## src/rtl/alu_control_mdu.sv

```systemverilog
// alu_control_mdu: EX-stage ALU control with an integrated iterative
// unsigned multiplier (MULTU) and HI/LO read-out (MFHI/MFLO).
//
// Ports:
//   clk         system clock, all state on rising edge
//   rst         synchronous, active-high reset
//   ALU_op      main-control op class
//   Funct_ctrl  instruction funct field
//   valid       an instruction occupies EX this cycle
//   src_a       rs operand (multiplicand)
//   src_b       rt operand (multiplier)
//   Funct       ALU function code
//   mdu_sel     writeback takes mdu_rd instead of the ALU result
//   mdu_rd      HI (MFHI) or LO (MFLO) data, 0 otherwise
//   busy        multiply in progress
//   stall       freeze IF/ID/EX this cycle
//
// BITS_PER_CYCLE must be 1, 2 or 4 and divide WIDTH.
module alu_control_mdu #(
  parameter int WIDTH          = 32,
  parameter int BITS_PER_CYCLE = 1
) (
  input  logic             clk,
  input  logic             rst,
  input  logic [1:0]       ALU_op,
  input  logic [5:0]       Funct_ctrl,
  input  logic             valid,
  input  logic [WIDTH-1:0] src_a,
  input  logic [WIDTH-1:0] src_b,
  output logic [5:0]       Funct,
  output logic             mdu_sel,
  output logic [WIDTH-1:0] mdu_rd,
  output logic             busy,
  output logic             stall
);

  localparam int ITER = WIDTH / BITS_PER_CYCLE;
  localparam int CW   = $clog2(ITER + 1);
  localparam int PW   = WIDTH + BITS_PER_CYCLE;      // partial-sum width
  localparam int AW   = 2 * WIDTH + BITS_PER_CYCLE;  // accumulator width
  localparam logic [CW-1:0] LAST = CW'(ITER - 1);

  localparam logic [5:0] FC_MULTU = 6'b011001;
  localparam logic [5:0] FC_MFHI  = 6'b010000;
  localparam logic [5:0] FC_MFLO  = 6'b010010;

  typedef enum logic {IDLE, BUSY} state_t;

  state_t           state, state_next;
  logic [WIDTH-1:0] mcand, mplier, hi, lo;
  logic [AW-1:0]    acc, acc_next;
  logic [PW-1:0]    partial, upper_sum;
  logic [CW-1:0]    cnt;
  logic             done;
  logic             is_multu, is_mfhi, is_mflo;

  // Funct decode, independent of valid and multiplier state.
  // NOTE: every always_comb output gets a default first so no path leaves it
  // unassigned; a missing default would infer a latch.
  always_comb begin
    Funct = 6'b000000;
    case (ALU_op)
      2'b00: Funct = 6'b001001;
      2'b01: Funct = 6'b001010;
      2'b11: Funct = 6'b100101;
      default: begin
        case (Funct_ctrl)
          6'b100001: Funct = 6'b001001;
          6'b100011: Funct = 6'b001010;
          6'b000000: Funct = 6'b100001;
          6'b000010: Funct = 6'b100010;
          6'b100101: Funct = 6'b100101;
          default:   Funct = 6'b000000;  // MULTU/MFHI/MFLO leave the ALU idle
        endcase
      end
    endcase
  end

  assign is_multu = valid && (ALU_op == 2'b10) && (Funct_ctrl == FC_MULTU);
  assign is_mfhi  = valid && (ALU_op == 2'b10) && (Funct_ctrl == FC_MFHI);
  assign is_mflo  = valid && (ALU_op == 2'b10) && (Funct_ctrl == FC_MFLO);

  // One iteration: add multiplicand x low multiplier digit into the upper
  // accumulator, then shift the whole accumulator right by one digit. The
  // upper slice is one digit wider than WIDTH so the add never overflows.
  always_comb begin
    partial   = PW'(mcand) * PW'(mplier[BITS_PER_CYCLE-1:0]);
    upper_sum = acc[AW-1:WIDTH] + partial;
    acc_next  = {upper_sum, acc[WIDTH-1:0]} >> BITS_PER_CYCLE;
  end

  assign done = (state == BUSY) && (cnt == LAST);

  always_comb begin
    state_next = state;
    case (state)
      IDLE:    if (is_multu) state_next = BUSY;
      BUSY:    if (done)     state_next = IDLE;
      default: state_next = IDLE;
    endcase
  end

  // NOTE: sequential state uses non-blocking assignments so every register
  // samples pre-edge values regardless of statement order.
  always_ff @(posedge clk) begin
    if (rst) begin
      // NOTE: HI/LO are architecturally visible and must read 0 after reset
      // (including a reset that aborts a multiply), so they are reset too.
      state  <= IDLE;
      mcand  <= '0;
      mplier <= '0;
      acc    <= '0;
      cnt    <= '0;
      hi     <= '0;
      lo     <= '0;
    end else begin
      state <= state_next;
      if (state == IDLE) begin
        if (is_multu) begin
          mcand  <= src_a;
          mplier <= src_b;
          acc    <= '0;
          cnt    <= '0;
        end
      end else begin
        acc    <= acc_next;
        mplier <= mplier >> BITS_PER_CYCLE;
        cnt    <= cnt + CW'(1);
        // HI/LO change only on completion, so reads during BUSY see the
        // previous product and never a partial one.
        if (done) begin
          hi <= acc_next[2*WIDTH-1:WIDTH];
          lo <= acc_next[WIDTH-1:0];
        end
      end
    end
  end

  assign busy    = (state == BUSY);
  assign stall   = busy && (is_multu || is_mfhi || is_mflo);
  assign mdu_sel = is_mfhi || is_mflo;
  assign mdu_rd  = is_mfhi ? hi : (is_mflo ? lo : '0);

endmodule

```

## config.mk

```make
export PLATFORM = sky130hd
export DESIGN_NAME = alu_control_mdu
export DESIGN_NICKNAME = d
export VERILOG_FILES = /design/src/rtl/alu_control_mdu.sv
export SDC_FILE = /design/constraint.sdc
export NUM_CORES = 1
export LEC_CHECK = 0
export BUFFER_PORTS_ARGS = -buffer_cell sky130_fd_sc_hd__buf_4
export CORE_ASPECT_RATIO = 1.5
export CORE_MARGIN = 2
export CORE_UTILIZATION = 45
export DETAILED_ROUTE_END_ITERATION = 16
export SYNTH_ARGS = -nofsm -noshare
export SYNTH_HDL_FRONTEND = slang
export SYNTH_SLANG_ARGS = --single-unit
export TNS_END_PERCENT = 100
```

## constraint.sdc

```tcl
create_clock -name clk -period 3.4 [get_ports clk]
set_input_delay 0.51 -clock clk [delete_from_list [all_inputs] [get_ports clk]]
set_output_delay 0.51 -clock clk [all_outputs]
set_load 0.05 [all_outputs]
```

==> results of run 1 <==
cell families (layout without fill, tap and decap cells):
kind of cell	Yosys count	count (layout)	share of synthesized area, %
XOR/XNOR	27	27	2.31
buffers and inverters	119	184	4.84
flip-flops	198	198	38.8
AO/OA/AOI/OAI	311	311	18.2
AND/OR/NAND/NOR	545	545	24.7
other	1	1	0.0367
adder cells (fa/ha/maj)	38	38	4.73
multiplexers	66	66	6.47
registers in the layout, indices dropped and copies added, names as in the netlist:
signal,cells
acc,63
busy,1
cnt,6
hi,32
lo,32
mcand,32
mplier,32
layout make-up:
class / count / share of cell area, %
well taps: 276 / 2.92
flip-flops and latches: 198 / 33.6
repair buffers: 131 / 8.75
clock inverters: 11 / 1.34
multi-input cells: 988 / 48.8
clock buffers: 21 / 3.90
inverters: 21 / 0.667
tightest hold or removal path: stages:
cell	delay (ns)
sky130_fd_sc_hd__buf_4	0.11
sky130_fd_sc_hd__nand2_1	0.04
sky130_fd_sc_hd__a21oi_1	0.05
per-layer routing:
metal  wire length [um]  vias up  GRT usage [%]
met5                  0        -              0
met4                639        0           7.48
met3                928       41           3.49
met2              13100      187           39.3
met1              12200     4144           29.4
li1                   -     4586              -
power breakdown:
part           switching [uW]  internal, uW  total, uW
Sequential              0.543          2320       2320
Clock                     915          1210       2130
Combinational             102          83.7        186
worst paths after layout:
| path | from | to | slack (ns) | cells past startpoint |
|---|---|---|---|---|
| setup / recovery | mplier[0]$_SDFFE_PP0P_ | hi[28]$_SDFFE_PP0P_ | 0.40 | 10 |
| hold / removal | src_a[16] | mcand[16]$_SDFFE_PP0P_ | 0.31 | 3 |
| setup reg to reg | mplier[0]$_SDFFE_PP0P_ | hi[28]$_SDFFE_PP0P_ | 0.40 | 10 |
| hold reg to reg | mcand[20]$_SDFFE_PP0P_ | mcand[20]$_SDFFE_PP0P_ | 0.45 | 2 |
stage by stage:
stage	area (um^2)	total power (uW)	util [%]	hold WS, ns	std cells
4_1_cts	11800	4680	53.0	0.295	1646
3_5_place_dp	11200	2560	50.2	0.442	1614
5_1_grt	11800	4780	53.0	0.305	1646
6_report	11800	4630	53.0	0.312	1646
3_3_place_gp	11200	2560	50.2	0.440	1614
2_1_floorplan	10200	2460	-	0.427	1305
placed cells by master, fill, tap and decap left out, types with 12 or more instances in the layout:
cell type,instances
sky130_fd_sc_hd__dfxtp_1,197
sky130_fd_sc_hd__nand2_1,196
sky130_fd_sc_hd__a21oi_1,186
sky130_fd_sc_hd__nor2_1,169
sky130_fd_sc_hd__buf_4,127
sky130_fd_sc_hd__mux2i_1,66
sky130_fd_sc_hd__and3_1,45
sky130_fd_sc_hd__ha_1,37
sky130_fd_sc_hd__and2_1,33
sky130_fd_sc_hd__o21ai_0,26
sky130_fd_sc_hd__inv_1,21
sky130_fd_sc_hd__nand3_1,20
sky130_fd_sc_hd__nor3_1,18
sky130_fd_sc_hd__clkbuf_16,17
sky130_fd_sc_hd__nand3b_1,15
sky130_fd_sc_hd__o21ai_1,15
sky130_fd_sc_hd__a21o_1,14
sky130_fd_sc_hd__xnor2_1,14
sky130_fd_sc_hd__xor2_1,13
sky130_fd_sc_hd__nand4_1,12
==> results, run 1 <==
- The flow ran to the end, and the final reports show no timing, DRC or antenna violations.
- At the worst endpoint, the arrival time is 3.38 ns.
- The async set-reset flop share out of synthesis is 0%.
- In this run the mean area of a mapped cell was 7.83 um^2.
- The most used flip-flop cell after synthesis is sky130_fd_sc_hd__dfxtp_1.
- The iteration-0 DRC count of the detailed router is 604.
- The clock insertion delay at the later pin of the skew report is 0.44 ns.
- Summed over all cells, the static leakage comes to 0.00505 uW.
- When the netlist entered floorplanning its net count stood at 1,418.
- For the pin with the worst max-slew slack, the measured transition is 0.775 ns.
- The total buffers and inverters traversed by the critical path is 1.
- The placement row count is 67.
- The number of antenna violations at the first check in global routing is 0.
- The min-delay analysis places its worst path in the category in -> reg.
- The post-synthesis cell count is 1,305.
- Routability-driven placement finished with a final weighted congestion of 0.973.
- The average wire length per cell after detail routing is 16.3 um.
- The initial utilization of the core area, before any placement, comes to 45.8%.
- In this run, synthesis inferred 0 flip-flops with an integrated enable.
- Ranked by instance count, the synthesized netlist is headed by 198 x sky130_fd_sc_hd__dfxtp_1, 196 x sky130_fd_sc_hd__nand2_1, 186 x sky130_fd_sc_hd__a21oi_1.
- The clock period minus final worst setup slack is 3.00 ns.
- From synthesis to final layout, the design area changed by 15.6%.
- The post-CTS setup-driven buffer insertion count is 0.
- The post-route setup TNS is 0 ns.
- Counting the fill cells in the layout gives 2,210.
- The type of the worst setup path is reg -> reg.
- The type of element launching the critical path is a flop.
- Global routing used 22.9% of the available tracks.
- The quantity of I/O buffers inserted on ports is 114.
- The standard cell core area is 22,300 um^2.
- The longest clock path from root to sink contains 2 buffers.
- The share of the yosys chip area belonging to registers is 38.8%.
- The count of unique library cells instantiated by Yosys is 72.
- The highest attainable clock frequency is 0.334 GHz.
- The pre-CTS worst setup slack is 0.353 ns.
- Measured along the x axis, the die boundary spans 127 um.
- The H-tree was split into 4 levels.
- The total wire length after detailed routing is 26,900 um.
- The clock arrives with 0.0131 ns of skew.
- Counting flops and latches in the post-synthesis netlist gives 198.
- The routed layout has 8,958 vias.
- The storage element area is 3970 um^2.
- The ratio of routed vias to standard cells is 5.44.
- For this run, design rule violations remaining after detail routing come to 0.
- The worst setup path is captured at a flop.
- The synthesized netlist occupies a cell area of 10,200 um^2.
- The share of the synthesized area in the top cell type is 38.8%.
- The Yosys step of the flow raised 0 warnings.
- The leftover overflow at the end of global routing is 0.
- The largest total area in the synthesized netlist belongs to sky130_fd_sc_hd__dfxtp_1.
- Data on the critical path is required at its endpoint by 3.78 ns.
- The total die area is 24,000 um^2.
- The critical path goes through buf_4, and2_1, ha_1, nand4_1, nor2_2, nand4b_1, a211oi_1, nor3_2, or4_1, nand3_1.
- The number of max-slew violations in the final report is 0.
- In this design, the largest share of critical-path delay is due to simple AND/OR/NAND/NOR gates.
- The number of diodes added for antenna fixing is 0.
- The worst-case IR drop observed on VDD is 314 uV.
- The count of boundary I/O pins is 116.
- For this design the ratio of total power to cell area is 392 nW/um^2.
- In this run the vertical extent of the chip is 189 um.
- Among all stages on the critical path, the largest delay is contributed by sky130_fd_sc_hd__ha_1.
- The worst relative slew slack is 48.2%.
- The longest individual stage delay on the worst path is 0.52 ns.
- The clock tree root buffer cell is sky130_fd_sc_hd__clkbuf_16.
- The final period utilization is 88.1%.
- The TritonCTS sink count is 198.
- The largest net degree at the start of global routing is 115.
- Yosys attributes the largest share of cell area to sky130_fd_sc_hd__dfxtp_1 39%, sky130_fd_sc_hd__a21oi_1 9.1%, sky130_fd_sc_hd__nand2_1 7.2%, sky130_fd_sc_hd__mux2i_1 6.5%, sky130_fd_sc_hd__nor2_1 6.2%.
- The total area of multi-input combinational cells is 5770 um^2.
- The first detailed-routing pass ran for 6 iterations.
- Setup repair after global routing left no endpoint under its margin.
- The final antenna-violating net count is 0.
- In this run, post-CTS hold repair placed 0 buffers.
- The first global-routing pass estimated 44,400 um of wire.
- Yosys instantiated no cell more often than sky130_fd_sc_hd__dfxtp_1.
- TritonCTS built the clock tree.
- In this run the worst path has a maximum fanout of 27.
- The via count of the first global-routing pass is 8,794.
- The final layout contains 1,470 nets.
- The final worst setup slack is 0.404 ns.
- Max-cap violations in this run came to 0.
- The count of final setup violators is 0.
- The total CTS buffers is 17.
- The final hold violation count came to 0.
- The half-perimeter wire length of the detailed placement result is 18,800 um.
- The total of cells resized after clock tree synthesis is 0.
- Clock-pin slew was measured on the worst setup and hold paths at 0.07 ns.
- The fraction of final layout cells with drive strength greater than 1 is 13.6%.
(Power assumes the default switching activity.)
==> inputs of run 2 (changes only) <==
--- a/config.mk
+++ b/config.mk
@@ -5,6 +5,7 @@
 export SDC_FILE = /design/constraint.sdc
 export NUM_CORES = 1
 export LEC_CHECK = 0
+export ABC_AREA = 1
 export BUFFER_PORTS_ARGS = -buffer_cell sky130_fd_sc_hd__buf_4
 export CORE_ASPECT_RATIO = 1.5
 export CORE_MARGIN = 2
==> run 2 against run 1 <==
Hold slack worse by 0.033 ns; non-clock buffer count rose by 1; worst setup slack better by 0.036 ns; clock power down 3%; combinational power fell by 8%; design area is essentially flat; critical endpoint is now mdu_rd[30].
==> results, run 2 <==
- The top cell type by total area after synthesis is sky130_fd_sc_hd__dfxtp_1.
- The first TritonRoute pass finished after 5 iterations.
- After clock tree synthesis, the repair step resized 0 gates.
- The first global-routing pass estimated 45,800 um of wire.
- The clock drives 198 sinks.
- Clock-pin slew was measured on the worst setup and hold paths at 0.07 ns.
- The via count of the first global-routing pass was 9,516.
- The worst hold path depth is 3.
- The total CTS buffers is 17.
- The signal on the critical path passes through buf_4, inv_1, ha_1, nand2_1, nor3_4, nand2_1, buf_4, o21ai_0, buf_4.
- The flow ran to the end, and the final reports show no timing, DRC or antenna violations.
- On the worst path, the slowest cell contributes a delay of 0.35 ns.
- For this run, the number of Yosys warnings is 0.
- In the routed design, unresolved DRC markers number 0.
- The fraction of final layout cells with drive strength greater than 1 is 10.8%.
- Summed over all nets, the switching power comes to 1110 uW.
- The critical path in this run is classified as in -> out.
- Timing would allow up to 0.338 GHz.
- The share of the yosys chip area belonging to registers is 39.1%.
- The global routing usage summed across all routing layers is 23.7%.
- The slew at the pin closest to its max-slew limit is 0.860 ns.
- The synthesized net count is 1,668.
- The first routing iteration left 524 violations.
- The part of the total power dissipated in combinational logic is 3.8%.
- The congestion estimate from routability-driven global placement came to 0.944.
- In this run the worst setup path begins at ALU_op[0].
- Setup repair after global routing left no endpoint under its margin.
- In the final timing run, aggregate negative setup slack is 0 ns.
- The number of gates on the worst path with buffers counted is 9.
- The length of routed wiring on met1 is 12,200 um.
- In this run the worst setup path terminates at mdu_rd[30].
- The die covers 23,800 um^2.
- After synthesis, the most frequently instantiated cells are 539 x sky130_fd_sc_hd__nand2_1, 213 x sky130_fd_sc_hd__inv_1, 198 x sky130_fd_sc_hd__dfxtp_1.
- The final antenna-violating net count is 0.
- For this configuration, the core starts out at a cell density of 45.6%.
- The leftover overflow at the end of global routing is 0.
- The count of boundary I/O pins is 116.
- The async set-reset flop share out of synthesis is 0%.
- The number of buffers and inverters on the critical path is 4.
- In the routed layout, each cell is associated on average with a via count of 4.99.
- The netlist area before placement is 10,100 um^2.
- The number of enable flip-flop cells after synthesis is 0.
- The die outline height is 188 um.
- By area the synthesized netlist is led by sky130_fd_sc_hd__dfxtp_1 39%, sky130_fd_sc_hd__nand2_1 20%, sky130_fd_sc_hd__inv_1 7.9%, sky130_fd_sc_hd__ha_1 4.6%, sky130_fd_sc_hd__a21oi_1 4.5%.
- The depth of the worst register-to-register path is 15.
- The most frequent cell after synthesis is sky130_fd_sc_hd__nand2_1.
- The maximum resistive drop on vdd is 346 uV.
- The max-cap check violation count is 0.
- The final worst clock skew is 0.0116 ns.
- Synthesis handed over a netlist of 1,555 instances.
- The number of antenna violations at the first check in global routing is 1.
- The internal portion of the total power is 3450 uW.
- TritonCTS built the clock tree.
- In the detailed route, the total length drawn on met2 is 13,500 um.
- In the layout the commonest cells are 539 x sky130_fd_sc_hd__nand2_1, 213 x sky130_fd_sc_hd__inv_1, 197 x sky130_fd_sc_hd__dfxtp_1.
- Across all hold checks on the routed design, the worst slack comes to 0.280 ns.
- Entering global routing, the biggest net connects 75 pins.
- In this run the worst hold path is classified as in -> reg.
- The final hold violation count is 0.
- The most frequently used flop master after synthesis is sky130_fd_sc_hd__dfxtp_1.
- The post-CTS setup-driven buffer insertion count is 0.
- The slowest cell on the critical path is sky130_fd_sc_hd__nor3_4.
- The placement row count is 67.
- The average wire length per cell after detail routing is 14.3 um.
- The number of inserted filler cells in the final layout is 2,317.
- Measured against its own limit, the worst slew margin works out to 42.7%.
- The clock reaches the later pin of the worst-skew pair after 0.45 ns.
- In this run the deepest clock path goes through 2 buffers.
- The startpoint of the worst register-to-register path is mplier[0]$_SDFFE_PP0P_.
- 0 antenna diodes ended up in the layout.
- The switching power share of the total is 24.3%.
- After synthesis, the netlist uses 38 different library cells.
- The H-tree depth is 4.
- The reg-to-reg setup timing slack is 0.75 ns.
- Detailed placement ended at an HPWL of 20,100 um.
- The total wire length after detailed routing is 27,500 um.
- The kind of cell adding the most delay to the critical path is buffers and inverters.
- Data on the critical path arrives at its endpoint at 2.45 ns.
- After synthesis the netlist holds a flip-flop and latch count of 198.
- The worst endpoint required time is 2.89 ns.
- The register with the most flip-flops in the layout has 63 of them.
- The clock tree root buffer cell is sky130_fd_sc_hd__clkbuf_16.
- STA classifies the critical path endpoint as an output pin.
- The library cell used most frequently in the layout, excluding fill and tap cells, is sky130_fd_sc_hd__nand2_1.
- The share of total power dissipated in sequential elements is 50.8%.
- The routed design could run at a clock period as short as 2.96 ns.
- The die span in x is 127 um.
- In this run the static leakage power is 0.00547 uW.
- The number of max-slew violations in the final report is 0.
- The cell area power density is 386 nW/um^2.
- The vias after detailed routing is 9,617.
- Routed signal wires occupy layers up through met4.
- Along the worst path, the maximum fanout reaches 25.
- The worst setup path is launched from an input pin.
- Setup violations remaining at the end of the flow were counted as 0.
- In this run, post-CTS hold repair placed 0 buffers.
- The met3 wire length is 848 um.
- The standard cell core area is 22,200 um^2.
- The top cell type by area accounts for 39.1% of the synthesized area.
- The end of the worst register-to-register path is acc[53]$_SDFFE_PP0P_.
- In the finished design, the share of the clock period the worst path needs comes to 87.1%.
- The count of buffers added on input and output ports is 114.
- In this run, the clock network consumes 45.4% of the power.
- The average instance in the mapped netlist occupies 6.52 um^2.
- The growth of design area from synthesis to finish is 16.5%.
- The number of nets at the end of the flow is 1,750.
- In this design, the critical path's most frequently occurring cell is sky130_fd_sc_hd__buf_4.
- The register containing the most flip-flops in the final layout is acc.
-- run 2: cell type report --
type                            count  area (um^2)  share of cell area [%]
Tap cell                          276          345                    2.93
Multi-Input combinational cell   1072         5050                    42.8
Timing Repair Buffer              132         1020                    8.61
Sequential cell                   198         3970                    33.6
Clock inverter                     15          186                    1.58
Inverter                          216          811                    6.87
Clock buffer                       17          425                    3.60
-- run 2: worst min-delay path by stage --
stage	startpoint	endpoint
3_3_place_gp	acc[1]$_SDFFE_PP0P_	lo[0]$_SDFFE_PP0P_
5_1_grt	src_a[7]	mcand[7]$_SDFFE_PP0P_
2_1_floorplan	hi[20]$_SDFFE_PP0P_	hi[20]$_SDFFE_PP0P_
4_1_cts	src_a[19]	mcand[19]$_SDFFE_PP0P_
6_report	src_a[23]	mcand[23]$_SDFFE_PP0P_
3_5_place_dp	acc[1]$_SDFFE_PP0P_	lo[0]$_SDFFE_PP0P_
-- run 2: worst min-delay path, stage by stage --
cell and delay [ns]:
sky130_fd_sc_hd__buf_4 0.08, sky130_fd_sc_hd__nor2_1 0.03, sky130_fd_sc_hd__nor2_1 0.08
-- run 2: per-layer routing --
metal | vias to the layer above | GRT usage (%)
met4 | 0 | 10.9
met1 | 4335 | 28.3
li1 | 5045 | -
met2 | 176 | 41.5
met5 | - | 0
met3 | 61 | 3.37
-- run 2: metrics by stage --
step                setup WS, ns  power [uW]  utilization (%)  cells  instance area, um^2
global route               0.191        4710             53.1   1926                11800
CTS                        0.426        4610             53.1   1926                11800
detailed placement         0.420        2550             50.4   1894                11200
global placement           0.518        2550             50.4   1894                11200
finish                     0.440        4560             53.1   1926                11800
floorplan                  0.287        2450                -   1555                10100
-- run 2: cell families (layout without fill, tap and decap cells) --
family	after synthesis	after routing	share of synthesized area [%]
compound gates	257	257	13.7
xor+xnor	14	14	1.21
fa+ha+maj	38	38	4.76
buf+inv	285	380	11.1
flops	198	198	39.1
other cells	1	1	0.0370
simple gates	762	762	30.1
-- run 2: power groups by stage --
stage | Sequential [uW] | Combinational (uW) | Clock (uW)
floorplan | 2370 | 75.2 | 0
global placement | 2370 | 175 | 0
detailed placement | 2370 | 174 | 0
CTS | 2320 | 174 | 2120
global route | 2320 | 186 | 2210
finish | 2320 | 172 | 2070
